==> config.mk <==
export PLATFORM = sky130hd
export DESIGN_NAME = board_io_conditioner
export DESIGN_NICKNAME = d
export VERILOG_FILES = /design/src/rtl/board_io_conditioner.sv
export SDC_FILE = /design/constraint.sdc
export NUM_CORES = 1
export LEC_CHECK = 0
export BUFFER_PORTS_ARGS = -buffer_cell sky130_fd_sc_hd__buf_2
export CORE_AREA = 5 5 128 130
export DETAILED_ROUTE_END_ITERATION = 7
export DIE_AREA = 0 0 133 135
export GPL_TIMING_DRIVEN = 0
export PLACE_DENSITY_LB_ADDON = 0.05
export REMOVE_ABC_BUFFERS = 1
export SETUP_SLACK_MARGIN = 0.02
export SLEW_MARGIN = 25
export SYNTH_ARGS = -nofsm -noshare
export SYNTH_HDL_FRONTEND = slang
export SYNTH_SLANG_ARGS = --single-unit
==> constraint.sdc <==
create_clock -name clk -period 2.2 [get_ports clk]
set_input_delay 0.22 -clock clk [delete_from_list [all_inputs] [get_ports clk]]
set_output_delay 0.22 -clock clk [all_outputs]
set_load 0.01 [all_outputs]
==> src/rtl/board_io_conditioner.sv <==
// Board input conditioning (2-flop sync, per-channel debounce, edge pulses)
// and globally dimmed PWM LED drive with period-aligned duty updates.
module board_io_conditioner #(
   parameter int unsigned NUM_IN    = 8,
   parameter int unsigned DEB_LIMIT = 50000,
   parameter int unsigned NUM_LED   = 16,
   parameter int unsigned PWM_W     = 8
) (
   input  logic               clk,
   input  logic               rst_n,
   input  logic [NUM_IN-1:0]  raw_i,
   output logic [NUM_IN-1:0]  deb_o,
   output logic [NUM_IN-1:0]  rise_o,
   output logic [NUM_IN-1:0]  fall_o,
   input  logic [NUM_LED-1:0] led_en_i,
   input  logic [PWM_W-1:0]   duty_i,
   output logic [NUM_LED-1:0] led_o
);

   localparam int unsigned      CNT_W    = $clog2(DEB_LIMIT + 1);
   localparam logic [CNT_W-1:0] CNT_LAST = CNT_W'(DEB_LIMIT - 1);
   localparam logic [PWM_W-1:0] PWM_MAX  = '1;

   logic [NUM_IN-1:0] sync_a;
   logic [NUM_IN-1:0] sync_b;
   logic [CNT_W-1:0]  cnt_q [NUM_IN];
   logic [CNT_W-1:0]  cnt_d [NUM_IN];
   logic [NUM_IN-1:0] deb_d;
   logic [NUM_IN-1:0] rise_d;
   logic [NUM_IN-1:0] fall_d;

   logic [PWM_W-1:0]  pwm_cnt;
   logic [PWM_W-1:0]  duty_q;
   logic              pwm_on;

   // Debounce: the counter only runs while the synced level disagrees with deb_o
   always_comb begin
      deb_d  = deb_o;
      rise_d = '0;
      fall_d = '0;
      for (int i = 0; i < int'(NUM_IN); i++) begin
         cnt_d[i] = '0;
         if (sync_b[i] != deb_o[i]) begin
            if (cnt_q[i] == CNT_LAST) begin
               deb_d[i]  = sync_b[i];
               rise_d[i] = sync_b[i];
               fall_d[i] = ~sync_b[i];
            end else begin
               cnt_d[i] = cnt_q[i] + CNT_W'(1);
            end
         end
      end
   end

   always_ff @(posedge clk or negedge rst_n) begin
      if (!rst_n) begin
         sync_a <= '0;
         sync_b <= '0;
         deb_o  <= '0;
         rise_o <= '0;
         fall_o <= '0;
         for (int i = 0; i < int'(NUM_IN); i++) begin
            cnt_q[i] <= '0;
         end
      end else begin
         sync_a <= raw_i;
         sync_b <= sync_a;
         deb_o  <= deb_d;
         rise_o <= rise_d;
         fall_o <= fall_d;
         for (int i = 0; i < int'(NUM_IN); i++) begin
            cnt_q[i] <= cnt_d[i];
         end
      end
   end

   // All-ones duty means fully on rather than (2^PWM_W-1)/2^PWM_W
   always_comb begin
      pwm_on = (pwm_cnt < duty_q) || (duty_q == PWM_MAX);
   end

   // Duty is latched only on the last count so a period is never cut short
   always_ff @(posedge clk or negedge rst_n) begin
      if (!rst_n) begin
         pwm_cnt <= '0;
         duty_q  <= '0;
         led_o   <= '0;
      end else begin
         pwm_cnt <= pwm_cnt + PWM_W'(1);
         if (pwm_cnt == PWM_MAX) begin
            duty_q <= duty_i;
         end
         led_o <= led_en_i & {NUM_LED{pwm_on}};
      end
   end

endmodule

=== Word level (Yosys, flattened, before mapping) ===
Index checks and enable logic that the tools add are counted.

* Eq/ne operators: 18
* Add/sub/neg operators: 9
* Muxes and demuxes: 48
* Order comparisons: 1
* Reduce and logical (&&, ||, !) cells: 9
* Bitwise logic cells: 9

{| class="wikitable"
|+ Operator list
! cell !! count
|-
| $mux 16 || 16
|-
| $add 16x1->16 const B || 8
|-
| $eq 16x16->1 const B || 8
|-
| $mux 1 || 32
|-
| $and 16x16->16 || 1
|-
| $eq 8x8->1 const B || 2
|-
| $reduce_and 2->1 || 8
|-
| $add 8x1->8 const B || 1
|-
| $lt 8x8->1 || 1
|-
| $ne 1x1->1 || 8
|-
| $not 1->1 || 8
|-
| $logic_or 1x1->1 || 1
|}

* Output and inout port bits: 40
* Register bits: 200
* Input bits: 34

=== Longest topological paths before layout ===
* Depth after elaboration: 3
* Depth in mapped cells: 6

=== Worst setup path before layout ===
No wires, ideal clock.

* Kind: flip-flop to flip-flop
* Start point: register cnt_q[93] (netlist bit)
* End point: register deb_o[2]
* Data arrival time: 1.733 ns
* Data required time: 2.075 ns
* Setup time: 0.125 ns
* Slack: 0.342 ns
* Path buffers: 0
* Stages on the path, launching flop included: 4
* Cell sequence: dfrtp_1 -> or4b_1 -> or4_4 -> mux2_4

* Cells in the longest elaborated chain, start to end: 2

{| class="wikitable"
|+ Ends and longest elaborated chain
! element !! line !! RTL
|-
| start: declaration || 26 || <nowiki>logic [CNT_W-1:0] cnt_q [NUM_IN];</nowiki>
|-
| start signal: indexed assignment || 72 || <nowiki>cnt_q[i] <= cnt_d[i];</nowiki>
|-
| $eq 16x16->1 || 44 || <nowiki>if (cnt_q[i] == CNT_LAST) begin</nowiki>
|-
| $reduce_and 2->1 (no source line) || -- ||
|-
| end signal: assignment || 59 || <nowiki>deb_o <= '0;</nowiki>
|-
| end signal: assignment || 68 || <nowiki>deb_o <= deb_d;</nowiki>
|-
| end: declaration || 12 || <nowiki>output logic [NUM_IN-1:0] deb_o,</nowiki>
|}

Every way passes these cells.
A chain may end at the register's enable or synchronous reset.

=== Worst setup path after layout ===
* Start point: register pwm_cnt[1]
* End point: register led_o[14]

* Cells in the longest elaborated chain, start to end: 3

{| class="wikitable"
|+ Ends and longest elaborated chain
! element !! line !! RTL
|-
| start: declaration || 32 || <nowiki>logic [PWM_W-1:0] pwm_cnt;</nowiki>
|-
| start signal: assignment || 89 || <nowiki>pwm_cnt <= pwm_cnt + PWM_W'(1);</nowiki>
|-
| $lt 8x8->1 || 79 || <nowiki>pwm_on = (pwm_cnt < duty_q) || (duty_q == PWM_MAX);</nowiki>
|-
| $logic_or 1x1->1 || 79 ||
|-
| $and 16x16->16 || 93 || <nowiki>led_o <= led_en_i & {NUM_LED{pwm_on}};</nowiki>
|-
| end signal: assignment || 93 ||
|-
| end: declaration || 17 || <nowiki>output logic [NUM_LED-1:0] led_o</nowiki>
|}

Every way passes these cells.

==> results.sh <==
export IMPL_status="complete, no violations"
export IMPL_skew_ps=6.96
export IMPL_drtAntennaViolNets=0
export IMPL_final_util=0.678
export IMPL_grt_pass1_vias=6124
export IMPL_hold_start="duty_i[1]"
export IMPL_fin_ws_ps=183
export IMPL_clkSinkCount=200
export IMPL_yosysMostFrequentCell="dfrtp_1"
export IMPL_ir_drop_mv=0.574
export IMPL_drive_gt1_frac=0.143
export IMPL_synth_compound_area_frac=0.00765
export IMPL_min_period_over_period=0.917
export IMPL_synth_edf_count=0
export IMPL_insertion_delay_ps=430
export IMPL_cts_tree="yes"
export IMPL_routedWlPerCell_um=14.5
export IMPL_reg2reg_from="pwm_cnt[1]"
export IMPL_yosys_top_cells_area="dfrtp_1, xnor2_1, nor2_1, nand3_1, nor3b_1"
export IMPL_remaining_drc_errors=0
export IMPL_viasPerCell=5.52
export IMPL_syn_area_sq_um=8830
export IMPL_wl_met3_um=869
export IMPL_area_growth_pct=15.4
export IMPL_firstDrtPassIters=4
export IMPL_synth_seq_cells=200
export IMPL_yosys_warnings=0
export IMPL_syn_inst=808
export IMPL_h_tree_depth=4
export IMPL_drtIter0Drc=276
export IMPL_grt_pass1_wl_um=28500
export IMPL_clock_tree_buffer_depth=2
export IMPL_numCtsBuffers=17
export IMPL_slowest_stage="a2111oi_1"
export IMPL_wl_met2_um=7830
export IMPL_critPathRequiredTime_ps=2520
export IMPL_whs_endpoint="duty_q[1]"
export IMPL_p_per_area_nw_per_um2=713
export IMPL_cts_setup_buffers=0
export IMPL_netlist_top_cells_count="dfrtp_1, nor2_1, xnor2_1, nand3_1, nand4_1"
export IMPL_reg2reg_slack_ps=180
export IMPL_crit_fanout=15
export IMPL_routed_top_layer="met4"
export IMPL_wl_um=16000
export IMPL_worst_path_largest_cell_delay_ps=560
export IMPL_worst_pin_slew_ps=811
export IMPL_min_path_type="in2reg"
export IMPL_hold_path_depth=2
export IMPL_clock_fmax_mhz=496
export IMPL_cap_violations=0
export IMPL_num_fill_cells=1174
export IMPL_period_needed_ps=2020
export IMPL_async_reset_ff_frac=1.00
export IMPL_reg2reg_to="led_o[14]"
export IMPL_muxShareOfSynthArea=0.0208
export IMPL_finalMaxSlewViolations=0
export IMPL_synthFlopType="dfrtp_1"
export IMPL_total_power_mw=7.27
export IMPL_finalHoldViolations=0
export IMPL_start_util=0.588
export IMPL_path_clk_slew_ps=60
export IMPL_critical_path_cell_chain="ha_1 > a2111oi_1 > a2111oi_4 > buf_4 > nor3b_1"
export IMPL_yosys_cell_types_count=43
export IMPL_overflow=0
export IMPL_gp_congestion=0.873
export IMPL_cp_startpoint="pwm_cnt[1]"
export IMPL_io_pins=74
export IMPL_die_y_um=135
export IMPL_synth_xor_area_frac=0.123
export IMPL_core_sq_um=15000
export IMPL_nNetsFinal=951
export IMPL_grtUsageTotal=0.192
export IMPL_cp_end_kind="flip-flop"
export IMPL_setup_violations=0
export IMPL_dpl_hpwl_um=11400
export IMPL_rsz0062_at_grt="false"
export IMPL_root_buffer="clkbuf_16"
export IMPL_leakage_nw=4.39
export IMPL_place_area_sq_um=9460
export IMPL_yosys_area_share_simple=0.239
export IMPL_m1WireLength_um=7100
export IMPL_rows=45
export IMPL_cp_arrival_ps=2330
export IMPL_die_w_um=133
export IMPL_syn_area_per_cell_sq_um=10.9
export IMPL_dp_slack_ps=-18.6
export IMPL_fin_area_sq_um=10200
export IMPL_portBuffers=73
export IMPL_yosysSeqAreaShare=0.567
export IMPL_antenna_found_initial=0
export IMPL_cp_start_kind="flip-flop"
export IMPL_crit_type="reg2reg"
export IMPL_relSlewSlack=0.458
export IMPL_synth_top_area_frac=0.567
export IMPL_synth_top_family_by_area="simple AND/OR/NAND/NOR gates"
export IMPL_grt_max_degree=95
export IMPL_synth_fa_ha_area_frac=0.0227
export IMPL_dieArea_sq_um=18000
export IMPL_vias=6075
export IMPL_tns_ps=0
export IMPL_yosys_area_top_type="dfrtp_1"
export IMPL_reg2regPathDepth=5
export IMPL_antenna_cells=0
==> power by group <==
group	leakage (nW)	internal, mW	switching (mW)
logic	1.36	0.0896	0.142
registers	2.72	3.73	0.0506
clock network	0.308	1.97	1.29
==> kinds of logic after synthesis <==
family | count (synthesis)
AND/OR/NAND/NOR | 399
AO/OA/AOI/OAI | 9
XOR/XNOR | 124
flip-flops | 200
adder cells (fa/ha/maj) | 16
multiplexers | 16
buffers and inverters | 44
==> layout by cell type (no fill, tap or decap), drive strengths merged, types with 2 or more instances in the layout <==
master,count
dfrtp,200
nor2,141
xnor2,104
buf,76
nand3,50
nand4,37
inv,35
nor4,33
nor3b,32
nand2,32
nor3,31
clkbuf,21
xor2,20
ha,16
mux2,16
and3,13
dlygate4sd3,10
nand4bb,6
nor4bb,5
bufinv,4
or4,4
or3,3
a21oi,3
clkinv,3
or4b,2
and4,2
nor4b,2
a31o,2
nand2b,2
a2111oi,2
==> layout make-up <==
cell class / count / area [sq um] / share of cell area
well taps: 188 / 235 / 0.0231
clock inverters: 10 / 165 / 0.0162
inverters: 32 / 120 / 0.0118
multi-input cells: 564 / 3670 / 0.360
repair buffers: 86 / 538 / 0.0528
clock buffers: 21 / 460 / 0.0452
flip-flops and latches: 200 / 5000 / 0.491
==> flip-flops by register name (all words and copies together), names as in the netlist <==
name,cells
deb_o,8
cnt_q,128
sync_b,8
duty_q,8
led_o,16
sync_a,8
pwm_cnt,8
rise_o,8
fall_o,8
==> per-layer routing <==
metal  track usage  vias to the layer above
met4        0.0583                        0
met1         0.256                     2951
met3        0.0585                       18
met5             0                        -
met2         0.306                      124
li1              -                     2982
==> how the worst max path moves through the flow <==
stage,to,slack [ps],depth (start not counted)
after floorplan,led_o[0],210,4
after global placement,rise_o[7],-2200,1
after detailed placement,led_o[14],-20,5
after CTS,led_o[14],110,5
after global routing,cnt_q[25],50,5
final,led_o[14],180,5
==> metrics by stage <==
stage,std cells,hold slack (ps)
3_5_place_dp,1060,147
4_1_cts,1100,3.33
3_3_place_gp,1057,328
5_1_grt,1101,7.40
6_report,1101,29.3
2_1_floorplan,796,-75.6
==> critical path: cells and delay by family (launching register included) <==
kind | cells | cell delay, ps
AO/OA/AOI/OAI | 2 | 700
flip-flops | 1 | 440
adder cells (fa/ha/maj) | 1 | 310
AND/OR/NAND/NOR | 1 | 250
buffers and inverters | 1 | 230
==> timing repair <==
item / 4_1_cts / 5_1_grt
setup endpoints to repair: 1 / 3
pin swaps: 0 / 0
resized for setup: 1 / 1
hold buffers: 9 / 1
hold endpoints to repair: 58 / 1
No activity file was read; power rests on OpenSTA's default activity.
